File: src/rtl/shr_rb_pkg.sv
// ============================================================================
// Module : shr_rb_pkg
// Brief  : Shared types and constants for the shift-register readback capture.
// Rev    : 1.0 - initial release
// ============================================================================
`default_nettype none

package shr_rb_pkg;

  localparam int   c_n_bits_def      = 626;
  localparam int   c_cnt_w_def       = 10;
  localparam int   c_sync_stages_def = 2;

  // SYNC is driven low for the duration of a frame.
  localparam logic c_syn_active      = 1'b0;

  typedef enum logic [1:0] {
    IDLE  = 2'd0,
    SHIFT = 2'd1,
    DONE  = 2'd2
  } state_t;

endpackage

`default_nettype wire

File: src/rtl/shr_sync_edge.sv
// ============================================================================
// Module : shr_sync_edge
// Brief  : Multi-stage synchronizer with rise/fall detection on the output.
// Rev    : 1.0 - initial release
// ============================================================================
`default_nettype none

module shr_sync_edge #(
  parameter int STAGES = 2
) (
  input  logic clk,
  input  logic rst_n,
  input  logic d,
  output logic level,
  output logic rise,
  output logic fall
);

  logic [STAGES-1:0] r_sync;
  logic              r_prev;

  always_ff @(posedge clk or negedge rst_n) begin
    if (!rst_n) begin
      r_sync <= '0;
      r_prev <= 1'b0;
    end else begin
      r_sync <= {r_sync[STAGES-2:0], d};
      r_prev <= r_sync[STAGES-1];
    end
  end

  assign level = r_sync[STAGES-1];
  assign rise  = level & ~r_prev;
  assign fall  = ~level & r_prev;

endmodule

`default_nettype wire

File: src/rtl/shr_readback_capture.sv
// ============================================================================
// Module : shr_readback_capture
// Brief  : Samples chip DOUT on each in-frame shift clock rise, checks frame
//          length and presents the captured word for host readback.
//          Optional macro SHR_RB_COMPARE_EN adds a DIN copy and mismatch flag.
// Rev    : 1.0 - initial release
// ============================================================================
`default_nettype none

module shr_readback_capture
  import shr_rb_pkg::*;
#(
  parameter int N_BITS      = c_n_bits_def,
  parameter int CNT_W       = c_cnt_w_def,
  parameter int SYNC_STAGES = c_sync_stages_def
) (
  input  logic              clk_in,
  input  logic              rst_n,
  input  logic              shr_clk,
  input  logic              shr_syn,
  input  logic              shr_din,
  input  logic              shr_dout,
  input  logic              arm,
  output logic              busy,
  output logic              cap_done,
  output logic              cap_valid,
  output logic              frame_err,
  output logic [CNT_W-1:0]  bit_cnt,
  output logic [N_BITS-1:0] cap_reg
`ifdef SHR_RB_COMPARE_EN
  ,
  output logic              mismatch
`endif
);

  logic   w_clk_rise;
  logic   w_syn_s;
  logic   w_syn_rise;
  logic   w_syn_fall;
  logic   w_dout_s;
  logic   w_unused_clk_lvl;
  logic   w_unused_clk_fall;
  logic   w_unused_dout_rise;
  logic   w_unused_dout_fall;
  logic   w_unused_syn_lvl;

  logic   w_frame_start;
  logic   w_frame_end;
  logic   w_start;
  logic   w_sample;
  logic   w_full;
  logic   w_good;
  logic   r_overflow;

  state_t r_state;
  state_t w_state_nxt;

  shr_sync_edge #(.STAGES(SYNC_STAGES)) u_sync_clk (
    .clk   (clk_in),
    .rst_n (rst_n),
    .d     (shr_clk),
    .level (w_unused_clk_lvl),
    .rise  (w_clk_rise),
    .fall  (w_unused_clk_fall)
  );

  shr_sync_edge #(.STAGES(SYNC_STAGES)) u_sync_syn (
    .clk   (clk_in),
    .rst_n (rst_n),
    .d     (shr_syn),
    .level (w_syn_s),
    .rise  (w_syn_rise),
    .fall  (w_syn_fall)
  );

  shr_sync_edge #(.STAGES(SYNC_STAGES)) u_sync_dout (
    .clk   (clk_in),
    .rst_n (rst_n),
    .d     (shr_dout),
    .level (w_dout_s),
    .rise  (w_unused_dout_rise),
    .fall  (w_unused_dout_fall)
  );

  assign w_unused_syn_lvl = w_syn_s;

  // Frame boundaries follow the SYNC active level.
  assign w_frame_start = (c_syn_active == 1'b0) ? w_syn_fall : w_syn_rise;
  assign w_frame_end   = (c_syn_active == 1'b0) ? w_syn_rise : w_syn_fall;

  assign w_start  = (r_state == IDLE) && w_frame_start && arm;
  assign w_sample = (r_state == SHIFT) && arm && w_clk_rise;
  assign w_full   = (bit_cnt == CNT_W'(N_BITS));
  assign w_good   = w_full && !r_overflow;
  assign busy     = (r_state == SHIFT);

  always_ff @(posedge clk_in or negedge rst_n) begin
    if (!rst_n) begin
      r_state <= IDLE;
    end else begin
      r_state <= w_state_nxt;
    end
  end

  // Dropping arm aborts even if the frame end arrives in the same cycle.
  always_comb begin
    w_state_nxt = r_state;
    case (r_state)
      IDLE:    if (w_start) w_state_nxt = SHIFT;
      SHIFT: begin
        if (!arm)             w_state_nxt = IDLE;
        else if (w_frame_end) w_state_nxt = DONE;
      end
      DONE:    w_state_nxt = IDLE;
      default: w_state_nxt = IDLE;
    endcase
  end

  always_ff @(posedge clk_in or negedge rst_n) begin
    if (!rst_n) begin
      cap_done   <= 1'b0;
      cap_valid  <= 1'b0;
      frame_err  <= 1'b0;
      bit_cnt    <= '0;
      cap_reg    <= '0;
      r_overflow <= 1'b0;
    end else begin
      cap_done <= 1'b0;
      if (w_start) begin
        bit_cnt    <= '0;
        cap_valid  <= 1'b0;
        frame_err  <= 1'b0;
        r_overflow <= 1'b0;
      end
      // Extra edges beyond N_BITS freeze the capture and mark the frame long.
      if (w_sample) begin
        if (!w_full) begin
          cap_reg <= {cap_reg[N_BITS-2:0], w_dout_s};
          bit_cnt <= bit_cnt + CNT_W'(1);
        end else begin
          r_overflow <= 1'b1;
        end
      end
      if (r_state == DONE) begin
        cap_done  <= 1'b1;
        cap_valid <= w_good;
        frame_err <= !w_good;
      end
    end
  end

`ifdef SHR_RB_COMPARE_EN
  logic              w_din_s;
  logic              w_unused_din_rise;
  logic              w_unused_din_fall;
  logic [N_BITS-1:0] r_din_reg;
  logic [N_BITS-1:0] r_wr_last;
  logic              r_wr_valid;

  shr_sync_edge #(.STAGES(SYNC_STAGES)) u_sync_din (
    .clk   (clk_in),
    .rst_n (rst_n),
    .d     (shr_din),
    .level (w_din_s),
    .rise  (w_unused_din_rise),
    .fall  (w_unused_din_fall)
  );

  // Readback of this frame is compared with what the previous frame loaded.
  always_ff @(posedge clk_in or negedge rst_n) begin
    if (!rst_n) begin
      r_din_reg  <= '0;
      r_wr_last  <= '0;
      r_wr_valid <= 1'b0;
      mismatch   <= 1'b0;
    end else begin
      if (w_start) begin
        mismatch <= 1'b0;
      end
      if (w_sample && !w_full) begin
        r_din_reg <= {r_din_reg[N_BITS-2:0], w_din_s};
      end
      if (r_state == DONE) begin
        mismatch <= w_good && r_wr_valid && (cap_reg != r_wr_last);
        if (w_good) begin
          r_wr_last  <= r_din_reg;
          r_wr_valid <= 1'b1;
        end else begin
          r_wr_valid <= 1'b0;
        end
      end
    end
  end
`else
  logic w_unused_din;
  assign w_unused_din = shr_din;
`endif

endmodule

`default_nettype wire

File: config.mk
export PLATFORM = sky130hd
export DESIGN_NAME = shr_readback_capture
export DESIGN_NICKNAME = d
export VERILOG_FILES = /design/src/rtl/shr_rb_pkg.sv /design/src/rtl/shr_sync_edge.sv /design/src/rtl/shr_readback_capture.sv
export SDC_FILE = /design/constraint.sdc
export NUM_CORES = 1
export LEC_CHECK = 0
export ABC_AREA = 0
export CAP_MARGIN = 20
export CORE_AREA = 2 2 253 255
export CTS_BUF_LIST = sky130_fd_sc_hd__clkbuf_16
export DETAILED_ROUTE_END_ITERATION = 10
export DIE_AREA = 0 0 255 257
export GPL_ROUTABILITY_DRIVEN = 0
export PLACE_DENSITY = 0.75
export SLEW_MARGIN = 20
export SYNTH_ARGS = -nofsm -noshare
export SYNTH_HDL_FRONTEND = slang
export SYNTH_SLANG_ARGS = --single-unit
File: constraint.sdc
create_clock -name clk_in -period 3.1 [get_ports clk_in]
set_clock_uncertainty 0.15 [all_clocks]
set_input_delay 0.465 -clock clk_in [delete_from_list [all_inputs] [get_ports clk_in]]
set_output_delay 0.465 -clock clk_in [all_outputs]
set_load 0.02 [all_outputs]
# Yosys cells after proc, flatten, opt, wreduce, memory -nomap -nowiden
# Index checks and enable logic that the tools add are counted.
[totals]
regBits = 650
out_inout_bits = 640
[op_classes]
n_addsub = 1
n_eq_ne = 5
mux = 14
n_bitwise = 7
n_reduce_logical = 11
[ops]
columns = ["op", "n"]
rows = [
  ["$mux W10", 3],
  ["$add A10 B1 Y10 const B", 1],
  ["$eq A10 B10 Y1 const B", 1],
  ["$mux W1", 7],
  ["$mux W2", 3],
  ["$logic_and A1 B1 Y1", 5],
  ["$not A1 Y1", 4],
  ["$pmux W2 S2", 1],
  ["$reduce_and A2 Y1", 2],
  ["$and A1 B1 Y1", 3],
  ["$ne A3 B2 Y1 const B", 1],
  ["$eq A2 B1 Y1 const B", 1],
  ["$eq A2 B2 Y1 const B", 1],
  ["$logic_not A1 Y1", 2],
  ["$logic_not A2 Y1", 1],
  ["$ne A2 B2 Y1 const B", 1],
  ["$reduce_bool A2 Y1", 1],
]

# Depth between registers and ports, before layout
# Gate-level depths: netlist of the first run.
[logic_depth]
word_depth = 7
depth_mapped = 10

# Cells and area by module
# From an unflattened synthesis of the first run, not the netlist that was laid out.
[hier_totals]
hier_cells = 2743
hier_area_um2 = 24532.3
[by_module_without_submodules]
columns = ["module", "instances", "cells_each", "area_per_inst_um2", "seq_area_each_um2"]
rows = [
  ["shr_readback_capture", 1, 2728, 24262.0, 16065.4],
  ["shr_sync_edge", 3, 5, 90.1, 75.1],
]

# Worst setup path before layout of the first run
# Ideal clock, no wire load.
[synth_timing]
path_kind = "register to register"
start = "reg bit_cnt[0]"
end = "reg bit_cnt[9]"
setup_time_ns = 0.126
t_arrival_ns = 2.050
t_required_ns = 2.824
path_slack_ns = 0.774
stages_incl_launch_ff = 9
synth_period_minus_slack_ns = 2.326
cell_sequence = "dfrtp_1 > inv_1 > ha_1 > or3b_4 > o311a_1 > buf_2 > buf_6 > buf_6 > a221o_1"
[synth_via]
elab_chain_len = 3
[synth_rtl]
columns = ["item", "line_no", "rtl"]
rows = [
  ["from (decl)", "shr_readback_capture.sv:28", "output logic [CNT_W-1:0] bit_cnt,"],
  ["from (signal assigned)", "shr_readback_capture.sv:139", "bit_cnt <= bit_cnt + CNT_W'(1);"],
  ["$add A10 B1 Y10 / $eq A10 B10 Y1 (equally long branches)", "shr_readback_capture.sv:139, shr_readback_capture.sv:93", ""],
  ["$mux W10 *", "shr_readback_capture.sv:137", "if (!w_full) begin"],
  ["$mux W10 *", "shr_readback_capture.sv:136", "if (w_sample) begin"],
]
# Every way passes the cells marked *; elsewhere a longest branch is shown, timed or not.
# A chain may end at the register's enable or synchronous reset.

# Final worst setup path of the first run
[layout_timing]
start = "reg bit_cnt[0]"
end = "reg cap_reg[130]"
[layout_via]
elab_chain_len = 3
[layout_rtl]
columns = ["item", "line_no", "rtl"]
rows = [
  ["$eq A10 B10 Y1", "shr_readback_capture.sv:93", "assign w_full = (bit_cnt == CNT_W'(N_BITS));"],
  ["$not A1 Y1 (no line)", "--", ""],
  ["$reduce_and A2 Y1 (no line)", "--", ""],
  ["to (signal assigned)", "shr_readback_capture.sv:138", "cap_reg <= {cap_reg[N_BITS-2:0], w_dout_s};"],
  ["to (decl)", "shr_readback_capture.sv:29", "output logic [N_BITS-1:0] cap_reg"],
]
# No other way between the ends.

==> parameters.txt, run 1 <==
Parameter                              Value

Status
  Status    finished clean

Layout
  Fraction of layout instances using a drive strength above 1    0.0449
  Non-filler cells, final    4,275
  Largest register FFs    626
  Most used cells in the layout excluding fill and tap cells    nand2_1, dfrtp_1, clkdlybuf4s50_1, clkbuf_16, buf_4
  Number of nets in the final layout    3,385
  Synth-to-Final Area Change    39.5%
  Leading cell type in the layout, fill and taps excluded    nand2_1

STA
  Accumulated negative setup slack    0 ps
  Setup WS post-layout    394 ps
  Pin slew with the least headroom to its limit    787 ps
  Post-route worst hold slack    138 ps
  RSZ-0062 raised after global routing    no
  Worst slew margin relative to its limit    0.475
  Number of setup violations in the final report    0
  Min Tclk post-route    2710 ps
  Final hold violations    0
  Part of the cycle the worst path needs    0.873
  Count of pins over their slew limit    0
  Fmax achieved    370 MHz

Clock tree
  TritonCTS clock tree    done
  Deepest level of the CTS H-tree    3
  Count of hold-fix buffers inserted at cts    1
  Count of cells resized by post-cts repair    0
  Total CTS buffers    70
  Clock network latency to the later pin of the worst-skew pair    620 ps
  Number of buffers on the longest clock path    3
  CTS sink count    650
  Root cell of the clock tree    clkbuf_16
  Clock-pin transition on the worst setup and hold timing paths    60 ps
  Post CTS Setup Buffer Count    0

Die
  Starting utilization of the core area    0.391
  Floorplan die width    255 µm
  Core area    62,700 µm²
  IO Pins    647
  Total number of placement rows    92
  Vertical die dimension    257 µm
  Area enclosed by the die boundary    65,500 µm²

Worst setup path
  Crit-path cells    inv_1 > ha_1 > or3b_4 > o311ai_4 > buf_12 > buf_12 > nand2_1 > nand2_1
  Worst stage delay on the critical path    460 ps
  Kind of start point of the critical path    flip-flop
  Kind of cell adding the most delay to the critical path    buffers and inverters
  Slowest stage cell, crit path    dfrtp_1
  Bufs and invs on worst path    3
  Critical setup path kind    flip-flop to flip-flop
  CP Data Required Time    3480 ps
  Kind of capture point of the worst setup path    flip-flop
  Largest fanout on the critical path    86
  Arrival time reported for the critical path endpoint    3090 ps

Run
  Maxcap violations    0

Routing
  Number of routed nets with antenna violations    0
  First-iteration detailed-routing DRC count    1,829
  Total DRC errors in the routed layout    0
  Number of vias per cell after detailed routing    4.66
  Router iterations before antenna repair    5
  Detailed-route wire length    71,000 µm
  Vias after detailed routing    19,900
  Routed wirelength normalized by instance count    16.6 µm

GRT
  Via count of the first global-routing pass    19,100
  Number of antenna violations at the first check in global routing    2
  Maximum number of pins on one net before global-route repair    99
  Grt total ovfl    0
  Combined global-route utilization of all metal layers    0.213
  First-pass GRT wire length    110,000 µm

Logic synthesis
  Post-synthesis cell count    2,740
  Cell types occupying the most area after synthesis    dfrtp_1, nand2_1, buf_2
  Average size of a mapped cell    8.94 µm²
  Cell taking the most area after synthesis    dfrtp_1
  Async S/R FF share, synth    1.00
  Combined area of all synthesized cells    24,500 µm²
  Synth Flop Type    dfrtp_1
  Part of the Yosys area used for sequential elements    0.664
  Number of enable-type register cells in the synthesized netlist    0
  Seq cells post-synth    650
  Number of warnings printed during yosys synthesis    0
  Nets in the synthesized netlist    2,749
  Top-area cell type share of the netlist area    0.664
  Number of distinct library cells after synthesis    33

Place
  Setup slack after placement    450 ps
  Post-DP HPWL    49,100 µm
  Number of placed instances with taps included    4,149
  Port Buffers    645

Hold path
  Min-delay worst type    input port to flip-flop

Power
  Total power per unit cell area    490 nW/µm²
  Highest ir drop seen on vdd    0.000453 V
  Leakage power    18.2 nW
==> metrics by stage <==
step	cell area (µm²)	utilization	power, W
2_1_floorplan	24500	-	0.00878
3_3_place_gp	32000	0.511	0.00905
3_5_place_dp	32000	0.511	0.00906
4_1_cts	34200	0.545	0.0169
5_1_grt	34200	0.545	0.0173
6_report	34200	0.545	0.0167
==> report_power, final <==
part / switching, W / internal (W) / total [W]
clock: 0.00349 / 0.00437 / 0.00786
combinational: 0.000288 / 0.0000817 / 0.000369
sequential: 0.0000160 / 0.00850 / 0.00852
==> logic make-up (layout without fill, tap and decap cells) <==
group	after synthesis	after routing	synth area share
simple gates	1924	1924	0.298
flops	650	650	0.664
buf+inv	144	831	0.0302
compound gates	19	19	0.00648
fa+ha+maj	2	2	0.00102
xor+xnor	1	1	0.000357
other cells	0	2	0
==> Yosys cell counts, types with 3 or more instances <==
library cell and instances:
nand2_1 1886, dfrtp_1 650, buf_2 88, clkbuf_1 32, buf_4 20, nand3_1 7
o21ai_0 6, nor3_1 5, and3_1 4, nand2b_1 4, nor2_1 4, a211o_1 3
nor2b_1 3
==> path summary, 6_finish.rpt <==
kind | slack [ps] | depth (start not counted) | endpoint | start
worst min register to register | 190 | 0 | u_sync_syn.r_sync[1] | u_sync_syn.r_sync[0]
worst max-delay path | 390 | 8 | cap_reg[130] | bit_cnt[0]
max in group asynchronous | 1450 | 3 | cap_reg[330] | rst_n
min in group asynchronous | 320 | 2 | cap_reg[228] | rst_n
worst max register to register | 390 | 8 | cap_reg[130] | bit_cnt[0]
worst min-delay path | 140 | 1 | u_sync_syn.r_sync[0] | shr_syn
==> worst reg2reg max path, stage by stage, from the launching register on <==
cell	delay (ps)
dfrtp_1	460
inv_1	90
ha_1	130
or3b_4	400
o311ai_4	350
buf_12	310
buf_12	480
nand2_1	180
nand2_1	80
==> layout make-up <==
cell class	instances	area [µm²]
flip-flops and latches	650	16300
clock inverters	50	314
fillers	5413	28500
clock buffers	73	1830
repair buffers	706	7210
diodes	2	5.00
inverters	2	7.51
multi-input cells	1946	7510
well taps	846	1060
==> per-layer routing <==
layer	track usage	wire length (µm)	vias to the layer above
li1	-	-	9553
met1	0.263	28100	9592
met2	0.348	34000	655
met3	0.0720	6670	122
met4	0.0772	2180	0
met5	0	0	-
Power figures use the tool's default switching activity.
==> run 2: changes to the inputs <==
--- a/config.mk
+++ b/config.mk
@@ -7,12 +7,14 @@
 export LEC_CHECK = 0
 export ABC_AREA = 0
 export CAP_MARGIN = 20
-export CORE_AREA = 2 2 253 255
+export CORE_AREA = 2 2 255 257
 export CTS_BUF_LIST = sky130_fd_sc_hd__clkbuf_16
+export CTS_CLUSTER_SIZE = 40
 export DETAILED_ROUTE_END_ITERATION = 10
-export DIE_AREA = 0 0 255 257
+export DIE_AREA = 0 0 257 259
 export GPL_ROUTABILITY_DRIVEN = 0
-export PLACE_DENSITY = 0.75
+export MAX_ROUTING_LAYER = met4
+export PLACE_DENSITY = 0.74
 export SLEW_MARGIN = 20
 export SYNTH_ARGS = -nofsm -noshare
 export SYNTH_HDL_FRONTEND = slang
==> parameters.txt, run 2 (synthesis gave the netlist of run 1 again) <==
Parameter                              Value

Worst setup path
  CP Data Required Time    3450 ps
  Arrival time reported for the critical path endpoint    3010 ps
  Launch point of the worst path    bit_cnt[0]
  Critical setup path kind    flip-flop to flip-flop
  Worst r2r path cells    7
  Largest fanout on the critical path    55
  Worst r2r dst    bit_cnt[0]
  Kind of start point of the critical path    flip-flop
  Slowest stage cell, crit path    buf_4
  Endpoint of the worst setup timing path    bit_cnt[0]
  Kind of capture point of the worst setup path    flip-flop
  Worst stage delay on the critical path    570 ps
  Reg-to-reg setup timing slack    440 ps
  Crit-path cells    inv_1 > ha_1 > or3b_4 > o311ai_4 > buf_4 > nand3_1 > o21ai_0
  Reg2Reg Launch Point    bit_cnt[0]

Clock tree
  Post CTS Setup Buffer Count    0
  CTS sink count    650
  Total CTS buffers    70
  Clock-pin transition on the worst setup and hold timing paths    60 ps
  Clock network latency to the later pin of the worst-skew pair    600 ps
  Number of buffers on the longest clock path    3
  Deepest level of the CTS H-tree    3
  TritonCTS clock tree    done
  Root cell of the clock tree    clkbuf_16

STA
  Fmax achieved    376 MHz
  Number of setup violations in the final report    0
  Setup WS post-layout    439 ps
  Count of pins over their slew limit    0
  Accumulated negative setup slack    0 ps
  Final hold violations    0
  Part of the cycle the worst path needs    0.858
  Worst slew margin relative to its limit    0.579
  Pin slew with the least headroom to its limit    632 ps
  Min Tclk post-route    2660 ps
  RSZ-0062 raised after global routing    no

GRT
  First-pass GRT wire length    111,000 µm
  Combined global-route utilization of all metal layers    0.215
  Number of antenna violations at the first check in global routing    0
  Global routing met3 resource utilization    0.0629
  Global Route met1 Usage    0.260
  Routing usage on met2    0.347
  Maximum number of pins on one net before global-route repair    75
  Layer with the highest usage    met2
  Via count of the first global-routing pass    19,500
  Grt total ovfl    0

Die
  Vertical die dimension    259 µm
  Area enclosed by the die boundary    66,600 µm²
  Total number of placement rows    93
  IO Pins    647
  Starting utilization of the core area    0.384
  Floorplan die width    257 µm
  Core area    63,900 µm²

Power
  Highest ir drop seen on vdd    0.000429 V
  Leakage power    18.2 nW
  Total power per unit cell area    491 nW/µm²

Layout
  Number of nets in the final layout    3,394
  Most used cells in the layout excluding fill and tap cells    nand2_1, dfrtp_1, clkdlybuf4s50_1, clkbuf_16, buf_4
  Largest register FFs    626
  Synth-to-Final Area Change    40.2%
  Fraction of layout instances using a drive strength above 1    0.0478
  Leading cell type in the layout, fill and taps excluded    nand2_1

Routing
  Vias after detailed routing    19,800
  Routed wirelength normalized by instance count    16.3 µm
  Detailed-route wire length    70,000 µm
  First-iteration detailed-routing DRC count    1,651
  Router iterations before antenna repair    7
  Number of routed nets with antenna violations    0
  Number of vias per cell after detailed routing    4.62
  Total DRC errors in the routed layout    0

Status
  Status    finished clean

Place
  Post-DP HPWL    49,400 µm
  Setup slack after placement    445 ps
  Port Buffers    645

Hold path
  Min-delay worst type    input port to flip-flop

Run
  Maxcap violations    0
## run 2: cell types whose count changed in the layout (fill, tap and decap cells not counted), sizes merged, moves of 2 or more
cell / before / now
buf: 61 / 70
clkinv: 25 / 29
inv: 23 / 19
bufinv: 1 / 4
clkinvlp: 3 / 0
clkbuf: 73 / 71
## run 2: final cells by class
cell class	count	area (µm²)
Clock buffer	71	1780
Sequential cell	650	16300
Timing Repair Buffer	715	7340
Fill cell	5527	29500
Clock inverter	50	394
Inverter	2	7.51
Tap cell	855	1070
Multi-Input combinational cell	1946	7510
Antenna cell	1	2.50
## run 2: critical path, delay by kind of cell, from the launching register on
kind	cells	cell delay, ps
buffers and inverters	2	670
adder cells (fa/ha/maj)	1	140
flip-flops	1	450
AO/OA/AOI/OAI	2	620
AND/OR/NAND/NOR	2	540
## run 2: power breakdown
part | switching (W) | internal (W) | leakage (nW)
registers | 0.0000158 | 0.00850 | 9.06
clock network | 0.00346 | 0.00452 | 1.12
logic | 0.000290 | 0.0000899 | 8.06
total | 0.00376 | 0.0131 | 18.2
## run 2: through the flow
stage,util,cell area [µm²],cells,total power [W],hold slack [ps]
6_report,0.538,34400,4290,0.0169,179
5_1_grt,0.538,34400,4289,0.0174,157
4_1_cts,0.538,34400,4289,0.0171,139
3_5_place_dp,0.504,32200,4167,0.00907,186
3_3_place_gp,0.504,32200,4167,0.00906,183
2_1_floorplan,-,24500,2740,0.00878,19.4
## run 2: worst min-delay path by stage
stage / end / cells after the start / slack [ps] / from
6_report: u_sync_dout.r_sync[0] / 1 / 180 / shr_dout
5_1_grt: u_sync_dout.r_sync[0] / 1 / 160 / shr_dout
4_1_cts: u_sync_dout.r_sync[0] / 1 / 140 / shr_dout
3_5_place_dp: u_sync_dout.r_sync[1] / 0 / 190 / u_sync_dout.r_sync[0]
3_3_place_gp: u_sync_dout.r_sync[1] / 0 / 180 / u_sync_dout.r_sync[0]
2_1_floorplan: bit_cnt[0] / 0 / 20 / rst_n
## run 2: timing repair
action                    CTS  global route
resized for setup           0             0
hold buffers                1             0
hold endpoints to repair   46             0
## run 2: routing by layer
metal  routed length [µm]  part of all wire
met1                28800              0.41
met2                34000              0.49
met3                 5220             0.075
met4                 1960             0.028
met5                    0                 0
==> run 3: changes to the inputs <==
--- a/config.mk
+++ b/config.mk
@@ -7,14 +7,14 @@
 export LEC_CHECK = 0
 export ABC_AREA = 0
 export CAP_MARGIN = 20
-export CORE_AREA = 2 2 255 257
+export CORE_UTILIZATION = 40
 export CTS_BUF_LIST = sky130_fd_sc_hd__clkbuf_16
 export CTS_CLUSTER_SIZE = 40
 export DETAILED_ROUTE_END_ITERATION = 10
-export DIE_AREA = 0 0 257 259
 export GPL_ROUTABILITY_DRIVEN = 0
 export MAX_ROUTING_LAYER = met4
-export PLACE_DENSITY = 0.74
+export PLACE_DENSITY = 0.76
+export REMOVE_ABC_BUFFERS = 1
 export SLEW_MARGIN = 20
 export SYNTH_ARGS = -nofsm -noshare
 export SYNTH_HDL_FRONTEND = slang
==> parameters.txt, run 3 (synthesis gave the netlist of run 1 again) <==
Parameter                              Value

Worst setup path
  Worst r2r path cells    8
  Arrival time reported for the critical path endpoint    3040 ps
  Reg-to-reg setup timing slack    440 ps
  Largest fanout on the critical path    83
  CP Data Required Time    3480 ps
  Reg2Reg Launch Point    bit_cnt[0]
  Kind of start point of the critical path    flip-flop
  Critical setup path kind    flip-flop to flip-flop
  Worst r2r dst    cap_reg[322]
  Kind of capture point of the worst setup path    flip-flop

STA
  Worst slew margin relative to its limit    0.607
  Final hold violations    0
  Number of setup violations in the final report    0
  Count of pins over their slew limit    0
  Pin slew with the least headroom to its limit    589 ps
  Accumulated negative setup slack    0 ps
  Fmax achieved    376 MHz
  RSZ-0062 raised after global routing    no
  Part of the cycle the worst path needs    0.857
  Min Tclk post-route    2660 ps

GRT
  First-pass GRT wire length    109,000 µm
  Combined global-route utilization of all metal layers    0.227
  Number of antenna violations at the first check in global routing    0
  Via count of the first global-routing pass    19,300
  Maximum number of pins on one net before global-route repair    94
  Grt total ovfl    0

Clock tree
  Total CTS buffers    68
  Deepest level of the CTS H-tree    3
  Number of buffers on the longest clock path    3
  Post CTS Setup Buffer Count    0
  TritonCTS clock tree    done
  Count of cells resized by post-cts repair    0
  Root cell of the clock tree    clkbuf_16
  Clock network latency to the later pin of the worst-skew pair    600 ps
  Clock-pin transition on the worst setup and hold timing paths    60 ps
  CTS sink count    650

Routing
  Detailed-route wire length    68,800 µm
  Total DRC errors in the routed layout    0
  First-iteration detailed-routing DRC count    1,537
  Number of vias per cell after detailed routing    4.73
  Number of routed nets with antenna violations    0
  Vias after detailed routing    19,900
  Router iterations before antenna repair    5
  Routed wirelength normalized by instance count    16.4 µm

Die
  IO Pins    647
  Floorplan die width    250 µm
  Vertical die dimension    250 µm
  Starting utilization of the core area    0.405
  Total number of placement rows    90
  Core area    60,500 µm²
  Area enclosed by the die boundary    62,300 µm²

Power
  Highest ir drop seen on vdd    0.000387 V
  Overall power    0.0167 W
  Leakage power    18.1 nW
  Total power per unit cell area    489 nW/µm²

Layout
  Leading cell type in the layout, fill and taps excluded    nand2_1
  Post-route core utilization    0.563
  Synth-to-Final Area Change    39.0%
  Most used cells in the layout excluding fill and tap cells    nand2_1, dfrtp_1, clkdlybuf4s50_1, clkbuf_16, buf_4
  Number of nets in the final layout    3,378
  Fraction of layout instances using a drive strength above 1    0.0442
  Number of antenna cells inserted    0
  Largest register FFs    626
  Final instance area    34,100 µm²

Hold path
  Source of the worst hold timing path    shr_clk
  Min-Delay Endpoint    u_sync_clk.r_sync[0]
  Cell depth of the worst hold path    1
  Min-delay worst type    input port to flip-flop

Place
  Port Buffers    645
  Post-DP HPWL    47,900 µm
  Post-Place Cell Area    31,900 µm²

Status
  Status    finished clean

Run
  Maxcap violations    0
-- run 3: cell types whose count changed in the layout (fill, tap and decap cells not counted), sizes merged --
cell      before  now
buf           70   56
bufinv         4    3
clkbuf        71   72
clkinv        29   30
clkinvlp       0    1
diode          1    0
inv           19   16
-- run 3: critical path, stage by stage (launching register included) --
cell and delay, ps:
dfrtp_1 450, inv_1 90, ha_1 150, or3b_4 400
o311ai_4 430, buf_12 290, buf_12 330, nand2_1 120
nand2_1 90
-- run 3: stage by stage --
step           cells  setup slack [ps]  hold slack [ps]
2_1_floorplan   2598            -10010             19.4
3_3_place_gp    4080               465              182
3_5_place_dp    4080               480              185
4_1_cts         4201               461              123
5_1_grt         4201               311              147
6_report        4201               443              171
-- run 3: worst max path at each step --
stage | depth (start not counted) | slack [ps] | from | endpoint
2_1_floorplan | 5 | -10010 | bit_cnt[0] | bit_cnt[4]
3_5_place_dp | 7 | 480 | arm | cap_reg[127]
6_report | 8 | 440 | bit_cnt[0] | cap_reg[322]
4_1_cts | 8 | 460 | bit_cnt[0] | cap_reg[322]
5_1_grt | 8 | 310 | bit_cnt[0] | cap_reg[322]
3_3_place_gp | 7 | 460 | arm | cap_reg[221]
-- run 3: final cells by class --
cell class / instances / area (µm²)
tap: 782 / 978
timing repair buffer: 701 / 7180
inverter: 2 / 7.51
clock inverter: 48 / 320
fill: 5130 / 26400
clock buffer: 72 / 1800
multi-input combinational: 1946 / 7510
sequential: 650 / 16300
-- run 3: repair_timing --
| item | 4_1_cts | 5_1_grt |
|---|---|---|
| setup endpoints to repair | 0 | 0 |
| endpoints found under the hold margin | 47 | 0 |
| hold buffers | 1 | 0 |
-- run 3: routing by layer --
metal / wire length, µm / global-route usage
met2: 33200 / 0.357
met4: 2640 / 0.0952
met3: 5170 / 0.0645
met1: 27800 / 0.273
met5: 0 / -
-- run 3: report_power, final --
group          leakage (nW)  total, W  switching (W)  internal, W
Clock                  1.09   0.00779        0.00334      0.00445
Combinational          7.97  0.000368       0.000287    0.0000804
Sequential             9.06   0.00852      0.0000174      0.00850
Total                  18.1    0.0167        0.00364       0.0130
